$ cat src/rtl/register_file_pkg.sv
// Shared types and widths for the register-file port scheduler.
// Consumers import register_file_pkg::*.
package register_file_pkg;

   localparam int XLEN = 64;
   localparam int AW   = 5;

   typedef enum logic [1:0] {
      IDLE = 2'd0,
      RD2  = 2'd1,
      RESP = 2'd2
   } rf_sched_state_t;

   typedef logic [AW-1:0] rf_idx_t;

endpackage

$ cat src/rtl/register_file_port_scheduler.sv
// Shares one register-file port between operand fetch and writeback.
// Build option REGFILE_PORT_SCHED_FAST_READ_EN skips the rs2 cycle when it is redundant.
module register_file_port_scheduler
   import register_file_pkg::*;
#(
   parameter int XLEN = register_file_pkg::XLEN,
   parameter int AW   = register_file_pkg::AW
) (
   input  logic            clk,
   input  logic            rst,
   input  logic            req_valid,
   output logic            req_ready,
   input  logic [AW-1:0]   req_rs1,
   input  logic [AW-1:0]   req_rs2,
   output logic            rsp_valid,
   input  logic            rsp_ready,
   output logic [XLEN-1:0] rsp_rs1_data,
   output logic [XLEN-1:0] rsp_rs2_data,
   input  logic            wb_valid,
   output logic            wb_ready,
   input  logic [AW-1:0]   wb_rd,
   input  logic [XLEN-1:0] wb_data,
   output logic            rf_cs,
   output logic            rf_we,
   output logic [AW-1:0]   rf_addr,
   output logic [XLEN-1:0] rf_wr_data,
   input  logic [XLEN-1:0] rf_rd_data
);

   rf_sched_state_t r_state;
   logic            r_rd_prio;
   logic            r_rsp_valid;
   logic [XLEN-1:0] r_rs1_data;
   logic [XLEN-1:0] r_rs2_data;
   logic [AW-1:0]   r_rs2_idx;

   logic w_idle;
   logic w_resp;
   logic w_wr_grant;
   logic w_rd_grant;
   logic w_fast;
   logic w_rs2_zero;

   assign w_idle = (r_state == IDLE);
   assign w_resp = (r_state == RESP);
   assign w_rs2_zero = (req_rs2 == '0);

   // In RESP no read can contend, so a waiting write always gets the port.
   assign w_wr_grant = wb_valid &&
      (w_resp || (w_idle && (!req_valid || !r_rd_prio)));
   assign w_rd_grant = w_idle && req_valid && !w_wr_grant;

`ifdef REGFILE_PORT_SCHED_FAST_READ_EN
   assign w_fast = (req_rs2 == req_rs1) || w_rs2_zero;
`else
   assign w_fast = 1'b0;
`endif

   assign req_ready    = w_rd_grant;
   assign wb_ready     = w_wr_grant;
   assign rsp_valid    = r_rsp_valid;
   assign rsp_rs1_data = r_rs1_data;
   assign rsp_rs2_data = r_rs2_data;
   assign rf_wr_data   = wb_data;

   always_comb begin
      rf_cs   = 1'b0;
      rf_we   = 1'b0;
      rf_addr = '0;
      unique case (1'b1)
         w_wr_grant: begin
            rf_cs   = 1'b1;
            rf_we   = 1'b1;
            rf_addr = wb_rd;
         end
         w_rd_grant: begin
            rf_cs   = 1'b1;
            rf_addr = req_rs1;
         end
         (r_state == RD2): begin
            rf_cs   = 1'b1;
            rf_addr = r_rs2_idx;
         end
         default: begin
         end
      endcase
   end

   always_ff @(posedge clk) begin
      if (rst) begin
         r_state     <= IDLE;
         r_rd_prio   <= 1'b0;
         r_rsp_valid <= 1'b0;
         r_rs1_data  <= '0;
         r_rs2_data  <= '0;
         r_rs2_idx   <= '0;
      end else begin
         if (w_wr_grant) begin
            r_rd_prio <= req_valid;
         end
         unique case (r_state)
            IDLE: begin
               if (w_rd_grant) begin
                  r_rs1_data <= rf_rd_data;
                  r_rs2_idx  <= req_rs2;
                  r_rd_prio  <= 1'b0;
                  if (w_fast) begin
                     r_rs2_data  <= w_rs2_zero ? '0 : rf_rd_data;
                     r_rsp_valid <= 1'b1;
                     r_state     <= RESP;
                  end else begin
                     r_state <= RD2;
                  end
               end
            end
            RD2: begin
               r_rs2_data  <= rf_rd_data;
               r_rsp_valid <= 1'b1;
               r_state     <= RESP;
            end
            RESP: begin
               if (rsp_ready) begin
                  r_rsp_valid <= 1'b0;
                  r_state     <= IDLE;
               end
            end
            default: begin
               r_state <= IDLE;
            end
         endcase
      end
   end

endmodule

$ cat config.mk
export PLATFORM = sky130hd
export DESIGN_NAME = register_file_port_scheduler
export DESIGN_NICKNAME = d
export VERILOG_FILES = /design/src/rtl/register_file_pkg.sv /design/src/rtl/register_file_port_scheduler.sv
export SDC_FILE = /design/constraint.sdc
export NUM_CORES = 1
export LEC_CHECK = 0
export BUFFER_PORTS_ARGS = -buffer_cell sky130_fd_sc_hd__buf_2
export CELL_PAD_IN_SITES_DETAIL_PLACEMENT = 1
export CELL_PAD_IN_SITES_GLOBAL_PLACEMENT = 1
export CORE_MARGIN = 8
export CORE_UTILIZATION = 27
export CTS_CLUSTER_DIAMETER = 50
export DETAILED_ROUTE_END_ITERATION = 7
export HOLD_SLACK_MARGIN = 0.12
export PLACE_DENSITY_LB_ADDON = 0.1
export SKIP_CTS_REPAIR_TIMING = 1
export SLEW_MARGIN = 20
export SYNTH_ARGS = -nofsm -noshare
export SYNTH_HDL_FRONTEND = slang
export SYNTH_SLANG_ARGS = --single-unit
$ cat constraint.sdc
create_clock -name clk -period 1.35 [get_ports clk]
set_clock_uncertainty 0.05 [all_clocks]
set_input_delay 0.135 -clock clk [delete_from_list [all_inputs] [get_ports clk]]
set_output_delay 0.135 -clock clk [all_outputs]
set_load 0.005 [all_outputs]
* Yosys cells after proc, flatten, opt, wreduce, memory -nomap -nowiden
Cells that the tools add are included.
** Cells by class
- Eq/ne operators :: 4
- Multiplexer cells :: 11
- Reductions and logical operators :: 15
** Operator list (number)
- one-hot mux 5 bit (3 select lines) :: 1
- 2-to-1 mux 1 bit :: 6
- one-hot mux 2 bit (3 select lines) :: 1
- AND reduction 2 bit :: 3
- logical AND 1 bit :: 4
- 2-to-1 mux 2 bit :: 2
- inequality test 2 bit, second input constant :: 2
- zero test 1 bit :: 3
- OR reduction 3 bit :: 1
- equality test 2 x 1 -> 1 bit, second input constant :: 1
- equality test 2 bit, second input constant :: 1
- zero test 2 bit :: 1
- logical OR 1 bit :: 2
- one-hot mux 1 bit (2 select lines) :: 1
- nonzero test 2 bit :: 1
** Storage, ports and cells
- Register bits :: 137
- Bits of input ports :: 148
- Output and inout port bits :: 202
- Logic and storage cells :: 36

* Logic depth before layout (Yosys ltp)
Gate-level depths: netlist of the first run.
- Depth in word-level cells :: 9
- Depth in mapped cells :: 6
- Gate-level depth less buffers :: 3

* Worst setup path after synthesis of the first run
Ideal clock, no wire load.
- Path type :: register to output
- Start :: register r_rd_prio
- End :: output port rf_addr[0]
- Arrival time :: 1228 ps
- Required time :: 1165 ps
- Setup slack :: -63 ps
- Cell stages (with the launch flop) :: 6
- Path buffers :: 2
- Cells stage by stage :: dfxtp_1 > nand2b_1 > buf_2 > and2_1 > buf_4 > a221o_1
** On the way
- Word-level cells in the longest chain between the ends :: 8
** RTL lines
- start, declared :: line register_file_port_scheduler.sv:31 : logic r_rd_prio;
- start signal, assigned :: line register_file_port_scheduler.sv:99 : r_rd_prio <= req_valid;
- zero test 1 bit (*) :: line register_file_port_scheduler.sv:50 : (w_resp || (w_idle && (!req_valid || !r_rd_prio)));
- logical OR 1 bit (*) :: line register_file_port_scheduler.sv:50
- logical AND 1 bit (*) :: line register_file_port_scheduler.sv:50
- logical OR 1 bit (*) :: line register_file_port_scheduler.sv:50
- logical AND 1 bit (*) :: line register_file_port_scheduler.sv:49 : assign w_wr_grant = wb_valid &&
- zero test 1 bit :: line register_file_port_scheduler.sv:51 : assign w_rd_grant = w_idle && req_valid && !w_wr_grant;
- logical AND 1 bit :: line register_file_port_scheduler.sv:51
- one-hot mux 5 bit (3 select lines) (*) :: line register_file_port_scheduler.sv:70 : unique case (1'b1)
- end, declared :: line register_file_port_scheduler.sv:25 : output logic [AW-1:0] rf_addr,
Mark *: on every way between the ends. The rest lies on a longest branch, timed or not.

* Worst setup path in the final report of the first run
- Start :: register r_state[0]
- End :: output port rf_addr[0]
** On the way
- Word-level cells in the longest chain between the ends :: 7
- Elaborated cells between the ends (all ways) :: 10
- Those cells by class :: eq/ne: 2; mux: 1; reduce/logical: 7
** RTL lines
- start, declared :: line register_file_port_scheduler.sv:30 : rf_sched_state_t r_state;
- start signal, assigned :: line register_file_port_scheduler.sv:91 : r_state <= IDLE;
- start signal, assigned :: line register_file_port_scheduler.sv:110 : r_state <= RESP;
- start signal, assigned :: line register_file_port_scheduler.sv:112 : r_state <= RD2;
- zero test 2 bit :: line register_file_port_scheduler.sv:44 : assign w_idle = (r_state == IDLE);
- logical AND 1 bit :: line register_file_port_scheduler.sv:50
- logical OR 1 bit :: line register_file_port_scheduler.sv:50
- logical AND 1 bit :: line register_file_port_scheduler.sv:49
- zero test 1 bit :: line register_file_port_scheduler.sv:51
- logical AND 1 bit :: line register_file_port_scheduler.sv:51
- one-hot mux 5 bit (3 select lines) (*) :: line register_file_port_scheduler.sv:70
Marks and branches as above.

==> results of run 1 <==
## per-layer routing
| metal | GRT usage [%] | part of all wire (%) | wire (um) | vias up |
|---|---|---|---|---|
| li1 | - | - | - | 2798 |
| met1 | 17.85 | 42 | 10950 | 2894 |
| met2 | 23.93 | 49 | 12650 | 201 |
| met3 | 6.140 | 7.3 | 1895 | 24 |
| met4 | 5.248 | 1.1 | 291 | 0 |
| met5 | 0 | 0 | 0 | - |
## registers in the layout, indices dropped and copies added (netlist names)
signal        cells
rsp_valid         1
r_rs2_idx         5
r_state           2
rsp_rs2_data     64
r_rd_prio         1
rsp_rs1_data     64
## metrics by stage
stage               std cells  cell area (sq um)
finish                   1237               9236
global route             1237               9236
floorplan                 693               5921
CTS                      1124               7577
global placement         1092               6939
detailed placement       1092               6939
## cell families after synthesis
logic type             count (synthesis)
buffers and inverters                126
AO/OA/AOI/OAI                        142
flip-flops                           137
AND/OR/NAND/NOR                      288
## power groups by stage
stage                     clock (mW)  sequential [mW]  combinational [mW]
after floorplan                    0             4.46               0.736
after global placement             0             4.45                1.25
after detailed placement           0             4.46                1.27
after CTS                       5.18             4.37                1.28
after global routing            5.37             4.40                2.01
final                           5.07             4.37                1.87
## worst max-delay path, cell delays in order (launching register included)
cell     delay [ns]
dfxtp_4        0.41
nor2b_4        0.06
buf_4          0.14
and3_1         0.16
a221o_1        0.25
buf_2          0.14
## cell usage in the layout, fill, tap and decap left out, drive strengths merged, types with 3 or more instances in the layout
cell type | netlist | routed
nand2 | 128 | 128
and3 | 5 | 5
nor2b | 3 | 4
clkinv | 0 | 4
and2 | 2 | 3
dlygate4sd3 | 0 | 70
buf | 92 | 269
o21ai | 70 | 70
nand4b | 69 | 69
nand2b | 71 | 72
dfxtp | 137 | 137
clkbuf | 34 | 37
a21oi | 65 | 65
nor2 | 4 | 4
bufinv | 0 | 4
a221o | 5 | 5
## worst max-delay path by stage
stage	from	end	slack, ns	cells past startpoint
floorplan	r_rd_prio$_SDFF_PP0_	rf_addr[0]	-0.01	5
global placement	r_state[0]$_SDFFE_PP0P_	rsp_rs2_data[26]$_SDFFE_PP0N_	-0.09	4
detailed placement	r_state[0]$_SDFFE_PP0P_	rsp_rs2_data[26]$_SDFFE_PP0N_	-0.20	4
CTS	r_state[0]$_SDFFE_PP0P_	rf_addr[2]	-0.58	5
global route	r_state[0]$_SDFFE_PP0P_	rf_addr[4]	-0.48	4
finish	r_state[0]$_SDFFE_PP0P_	rf_addr[0]	-0.40	5
## cell usage after synthesis
cell type    n
nor3_1       1
nor2_1       4
o21ai_1     70
buf_6        1
o21bai_1     1
nand2b_1    71
buf_2       22
a221o_1      5
and3b_1      1
or3b_1       1
a21oi_1     65
buf_4       69
nand3b_1     2
nand4b_1    69
a2111oi_0    1
nor3b_4      1
and2_1       2
nor2b_1      3
and3_1       5
clkbuf_1    34
nand2_1    128
dfxtp_1    137
## cell type report
type | instances | share of cell area, %
multi-input combinational | 433 | 28.49
timing repair buffer | 355 | 31.05
clock inverter | 11 | 1.815
clock buffer | 21 | 5.093
sequential | 137 | 29.76
tap | 280 | 3.793
==> flow_summary.ini, run 1 <==
[run_status]
status = finished, violations left
violations = setup timing

[timing]
whs_ns = 0.1227
layout_setup_ws_ns = -0.4016
tns_ns = -11.42
tightest_slew_ns = 0.3657
grt_setup_unrepaired = yes
fmax_ghz = 0.5709
finalHoldViolations = 0
period_share_pct = 129.7
finalSetupViolations = 122
period_minus_slack_ns = 1.752
drv_slew = 0
relSlewSlack_pct = 74.99

[layout]
antenna_cells = 0
layout.nets = 1092
drive_gt1_share_pct = 38.45
seq_area_sq_um = 2749
multi_input_area_sq_um = 2631
fin_util_pct = 42.59
n_fill_cell = 2499
syn2layout_area_growth_pct = 56.17

[routing]
drt_iter0_markers = 281
wl_per_cell_um = 20.85
vias = 5917
drc = 0
first_pass_iters = 4
routed_via_density = 4.783
drt-total-wl_um = 25790
postRouteAntennaNets = 0

[power_and_ir_drop]
p_leak_nw = 3.944
p_sw_mw = 2.854
p_comb_share_pct = 16.5
powerDensity_nw_per_um2 = 1225
pwr-share-clk_pct = 44.8
intPower_mw = 8.457
netSwitchingFraction_pct = 25.23
ir_drop_mv = 0.8011
seqPwrFrac_pct = 38.7
p_total_mw = 11.31

[clocking]
clockRootBuffer = clkbuf_16
worstSkewPairLatency_ns = 0.42
htree_levels = 4
cts_sinks = 137
cts_buffer_depth = 2
cts_buffers = 17
cts_tree = done
clk_pin_slew_ns = 0.06

[logic_synthesis]
yosys_warnings = 0
synth_cells = 693
synthDistinctLibCells = 22
synth_fa_ha_area_share_pct = 0
synth.mux.area_fraction_pct = 0
yosysTopAreaCellShare_pct = 46.37
ys_seq_elements = 137
syn_area_sq_um = 5914
synth_top_family_by_area = simple AND/OR/NAND/NOR gates
synth_xor_area_share_pct = 0
synthSimpleGateAreaFrac_pct = 28.12
synth.net_count = 841
synth_area_per_cell_sq_um = 8.535
yosys.area.top_type = dfxtp_1
yosysSeqAreaShare_pct = 46.37
synth_compound_area_share_pct = 12.54
synth_area_leaders = dfxtp_1 46%, nand4b_1 10%, buf_4 8.8%, nand2_1 8.1%, nand2b_1 7.5%

[critical_path]
critPathKind = reg -> out
end_kind = primary output
worstPathMaxFanout = 6
r2r_setup_slack_ns = -0.18
crit_path_start_kind = register
worstRegToRegCells = 7
r2r_end = rsp_rs1_data[28]$_SDFFE_PP0P_
worstReg2RegStart = r_state[0]$_SDFFE_PP0P_
critPathRequiredTime_ns = 1.16
cp_data_arrival_time_ns = 1.57

[floorplan]
dieArea_sq_um = 26900
pin_count = 350
dieWidth_um = 164.0
core-area_sq_um = 21690
die_y_um = 164.0
initial_core_util_pct = 27.27
rows = 54

[place]
gp_congestion = 0.7188
numPortBuffers = 221
dpl.hpwl_um = 14870
pre_cts_slack_ns = -0.1989

[min_path]
hold_depth = 3
whs_endpoint = r_rd_prio$_SDFF_PP0_
hold_path.class = in -> reg
hold_start = req_valid

[grt]
grt_pass1_wl_um = 31690
grt_max_degree = 80
antenna_found_initial = 0
grt_pass1_vias = 5528
overflow = 0
gr-usage-all-layers_pct = 14.98

[flow_run]
max-cap-violations = 0
No activity file was read; power rests on OpenSTA's default activity.
==> run 2: changes to the inputs <==
--- a/config.mk
+++ b/config.mk
@@ -9,7 +9,7 @@
 export CELL_PAD_IN_SITES_DETAIL_PLACEMENT = 1
 export CELL_PAD_IN_SITES_GLOBAL_PLACEMENT = 1
 export CORE_MARGIN = 8
-export CORE_UTILIZATION = 27
+export CORE_UTILIZATION = 33
 export CTS_CLUSTER_DIAMETER = 50
 export DETAILED_ROUTE_END_ITERATION = 7
 export HOLD_SLACK_MARGIN = 0.12
==> constraint.sdc (replaced) <==
create_clock -name clk -period 2.2 [get_ports clk]
set_clock_uncertainty 0.05 [all_clocks]
set_input_delay 0.22 -clock clk [delete_from_list [all_inputs] [get_ports clk]]
set_output_delay 0.22 -clock clk [all_outputs]
set_load 0.005 [all_outputs]
==> flow_summary.ini, run 2 (synthesized netlist as in run 1, its figures left out) <==
[timing]
period_minus_slack_ns = 2.074
layout_setup_ws_ns = 0.1265
finalHoldViolations = 0
tightest_slew_ns = 0.8040
tns_ns = 0
fmax_ghz = 0.4823
drv_slew = 0
period_share_pct = 94.25
relSlewSlack_pct = 46.40
finalSetupViolations = 0
grt_setup_unrepaired = no

[clocking]
clk_pin_slew_ns = 0.05
worstSkewPairLatency_ns = 0.40
cts_buffers = 17
cts_sinks = 137
cts_tree = done
htree_levels = 4
cts_buffer_depth = 2
clockRootBuffer = clkbuf_16

[routing]
drt_iter0_markers = 258
first_pass_iters = 4
wl_per_cell_um = 18.12
drc = 0
vias = 5557
routed_via_density = 4.926
postRouteAntennaNets = 0
drt-total-wl_um = 20440

[place]
gp_congestion = 0.7250
numPortBuffers = 221
place_area_sq_um = 6669
pre_cts_slack_ns = 0.4330
dpl.hpwl_um = 13190

[grt]
use_met1_pct = 18.48
use_met3_pct = 6.018
grt_pass1_vias = 5737
overflow = 0
antenna_found_initial = 0
gr-usage-all-layers_pct = 16.83
met2_usage_pct = 29.84
grt_pass1_wl_um = 30240
busiest_layer = met2
grt_max_degree = 207

[critical_path]
max_stage_delay_ns = 0.41
worstReg2RegStart = r_state[1]$_SDFFE_PP0P_
end_kind = primary output
critPathRequiredTime_ns = 1.93
path_cells = nand3b_1, and3_1, a221o_1, buf_2
critPathLaunch = r_state[1]$_SDFFE_PP0P_
crit_slowest_cell = dfxtp_1
path_delay_family = simple AND/OR/NAND/NOR gates
cp_data_arrival_time_ns = 1.80
worstPathMaxFanout = 8
crit_path_start_kind = register
critPathKind = reg -> out
critical_path_buf_inv_count = 1

[flow_run]
max-cap-violations = 0

[layout]
n_fill_cell = 2132
layout.nets = 1035
fin_util_pct = 44.27
drive_gt1_share_pct = 28.84
final_area_sq_um = 7871
final_cell_mix = 220 x buf_2, 137 x dfxtp_1, 128 x nand2_1
syn2layout_area_growth_pct = 33.09
layout_commonest_cell = buf_2

[floorplan]
dieArea_sq_um = 22460
rows = 49
dieWidth_um = 149.9
pin_count = 350
die_y_um = 149.9
core-area_sq_um = 17780
initial_core_util_pct = 33.27

[min_path]
hold_start = req_valid
hold_path.class = in -> reg

[power_and_ir_drop]
powerDensity_nw_per_um2 = 756.1
ir_drop_mv = 0.5255
p_leak_nw = 3.341

[run_status]
status = complete, no violations
## run 2: cell types whose count changed in the layout (fill, tap and decap cells not counted), sizes merged
cell,change
buf,-38
clkinvlp,-2
nand2b,-1
and2,-1
nor2b,-1
inv,-1
diode,+1
clkbuf,-11
bufinv,-4
## run 2: path summary, 6_finish.rpt
| kind | to | slack, ns | depth (start not counted) |
|---|---|---|---|
| max | rf_addr[2] | 0.13 | 4 |
| min | r_rd_prio$_SDFF_PP0_ | 0.20 | 3 |
| max reg2reg | rsp_rs1_data[27]$_SDFFE_PP0P_ | 0.43 | 4 |
| min reg2reg | rsp_rs2_data[19]$_SDFFE_PP0N_ | 0.40 | 2 |
## run 2: per-stage QoR
stage	cells	hold slack, ns	power (mW)
after floorplan	693	0.3060	3.184
after CTS	1057	-0.008562	5.951
final	1128	0.1967	5.952
after detailed placement	1027	0.3900	3.449
after global routing	1127	0.2436	6.249
after global placement	1027	0.3900	3.424
## run 2: final cells by class
class                      instances  area [sq um]  share of cell area [%]
clock buffer                      26         479.2                   6.088
clock inverter                     4         20.02                  0.2543
multi-input combinational        430          2419                   30.73
tap                              229         286.5                   3.640
sequential                       137          2743                   34.84
antenna                            1         2.502                 0.03179
timing repair buffer             301          1922                   24.42
## run 2: tightest hold or removal path, stage by stage
cell and delay (ns):
buf_2 0.13, a2111oi_0 0.11, nor3_1 0.15
## run 2: layer usage
layer  routed length (um)  vias to the layer above
met5                    0                        -
met4                  360                        0
met3                 1465                       37
met2                10210                      170
met1                 8404                     2679
li1                     -                     2671
## run 2: report_power, final
part	internal (mW)	switching [mW]	total, mW
Combinational	0.375	0.430	0.805
Clock	1.48	0.984	2.46
Sequential	2.61	0.0721	2.68
==> run 3: changes to the inputs <==
--- a/config.mk
+++ b/config.mk
@@ -13,7 +13,7 @@
 export CTS_CLUSTER_DIAMETER = 50
 export DETAILED_ROUTE_END_ITERATION = 7
 export HOLD_SLACK_MARGIN = 0.12
-export PLACE_DENSITY_LB_ADDON = 0.1
+export PLACE_DENSITY_LB_ADDON = 0.12
 export SKIP_CTS_REPAIR_TIMING = 1
 export SLEW_MARGIN = 20
 export SYNTH_ARGS = -nofsm -noshare
==> flow_summary.ini, run 3 (synthesized netlist as in run 1, its figures left out) <==
[power_and_ir_drop]
p_comb_share_pct = 12.6
seqPwrFrac_pct = 41.8
pwr-share-clk_pct = 45.6
p_leak_nw = 3.391
p_sw_mw = 1.587
intPower_mw = 4.823
netSwitchingFraction_pct = 24.76
powerDensity_nw_per_um2 = 802.1
ir_drop_mv = 0.5198

[clocking]
cts_tree = done
clk_pin_slew_ns = 0.05
htree_levels = 4
clockRootBuffer = clkbuf_16
cts_buffer_depth = 2
cts_sinks = 137
worstSkewPairLatency_ns = 0.41
cts_buffers = 17

[layout]
final_cell_mix = 220 x buf_2, 137 x dfxtp_1, 128 x nand2_1
final_area_sq_um = 7991
layout_commonest_cell = buf_2
drive_gt1_share_pct = 29.59
fin_cells = 1129
layout.nets = 1035
syn2layout_area_growth_pct = 35.12

[place]
place_area_sq_um = 6681
dp_cells = 1027
dpl.hpwl_um = 13140
numPortBuffers = 221
gp_congestion = 0.7255

[critical_path]
end_kind = primary output
crit_slowest_cell = dfxtp_1
cp_data_arrival_time_ns = 1.81
path_delay_family = flip-flops
max_stage_delay_ns = 0.53
worstRegToRegCells = 4
worstReg2RegStart = r_state[1]$_SDFFE_PP0P_
crit_path_start_kind = register
critPathKind = reg -> out
critical_path_buf_inv_count = 1
r2r_setup_slack_ns = 0.39
critPathRequiredTime_ns = 1.93
r2r_end = rsp_rs1_data[5]$_SDFFE_PP0P_
worstPathMaxFanout = 8
path_cells = nor3b_4, and2_2, a221o_1, buf_2

[grt]
grt_pass1_vias = 5628
gr-usage-all-layers_pct = 17.13
grt_pass1_wl_um = 30420
antenna_found_initial = 1
grt_max_degree = 126
overflow = 0

[flow_run]
max-cap-violations = 0

[min_path]
hold_start = req_valid
hold_path.class = in -> reg
whs_endpoint = r_rd_prio$_SDFF_PP0_
hold_depth = 3

[run_status]
status = complete, no violations

[routing]
drt-total-wl_um = 20220
routed_via_density = 4.936
vias = 5573
drc = 0
postRouteAntennaNets = 0
drt_iter0_markers = 222
wl_per_cell_um = 17.91
first_pass_iters = 4

[timing]
grt_setup_unrepaired = no
fmax_ghz = 0.4818
drv_slew = 0
finalHoldViolations = 0
period_share_pct = 94.35
tightest_slew_ns = 0.8127
relSlewSlack_pct = 45.82
period_minus_slack_ns = 2.076
tns_ns = 0
finalSetupViolations = 0

[floorplan]
rows = 49
core-area_sq_um = 17780
initial_core_util_pct = 33.27
dieWidth_um = 149.9
dieArea_sq_um = 22460
pin_count = 350
die_y_um = 149.9
[run 3: cell count changes in the layout (fill, tap and decap cells not counted), sizes merged]
cell,before,now
bufinv,0,3
clkbuf,26,20
clkinv,4,5
clkinvlp,0,2
inv,0,1
[run 3: layout make-up]
cell class / count / area [sq um]
Tap cell: 229 / 286.5
Antenna cell: 1 / 2.502
Clock inverter: 11 / 146.4
Fill cell: 2103 / 9788
Timing Repair Buffer: 301 / 1938
Sequential cell: 137 / 2743
Multi-Input combinational cell: 430 / 2419
Clock buffer: 20 / 456.7
[run 3: worst register-to-register path: stages, from the launching register on]
cell      delay [ns]
dfxtp_1         0.41
nor3b_4         0.23
buf_4           0.66
nand4b_1        0.22
o21ai_1         0.16
[run 3: per-layer routing]
layer	global-route usage, %	wire, um	vias to the layer above
li1	-	-	2666
met1	19.72	8639	2675
met2	28.47	9659	197
met3	7.106	1582	35
met4	5.247	340	0
met5	0	0	-
[run 3: how the worst max path moves through the flow]
| stage | cells after the start | startpoint | slack, ns | endpoint |
|---|---|---|---|---|
| 4_1_cts | 4 | r_state[1]$_SDFFE_PP0P_ | 0.03 | req_ready |
| 3_5_place_dp | 4 | r_state[1]$_SDFFE_PP0P_ | 0.46 | rsp_rs1_data[55]$_SDFFE_PP0P_ |
| 5_1_grt | 4 | r_state[1]$_SDFFE_PP0P_ | 0.04 | rf_addr[4] |
| 6_report | 4 | r_state[1]$_SDFFE_PP0P_ | 0.12 | rf_addr[0] |
| 3_3_place_gp | 4 | r_state[1]$_SDFFE_PP0P_ | 0.50 | rsp_rs1_data[58]$_SDFFE_PP0P_ |
| 2_1_floorplan | 5 | r_rd_prio$_SDFF_PP0_ | 0.70 | rf_addr[0] |
[run 3: power by group through the flow]
stage          clock [mW]  combinational [mW]  sequential (mW)
4_1_cts              3.01               0.720             2.68
6_report             2.93               0.806             2.68
3_5_place_dp            0               0.718             2.73
3_3_place_gp            0               0.702             2.73
2_1_floorplan           0               0.449             2.74
5_1_grt              3.11               0.893             2.69
[run 3: stage by stage]
step	hold slack [ns]	power [mW]	utilization [%]	setup WS [ns]
finish	0.2205	6.410	44.95	0.1243
floorplan	0.3060	3.184	-	0.7020
detailed placement	0.3900	3.451	37.58	0.4585
CTS	-0.01674	6.413	40.97	0.02940
global route	0.2262	6.699	44.95	0.03980
global placement	0.3889	3.428	37.58	0.4956
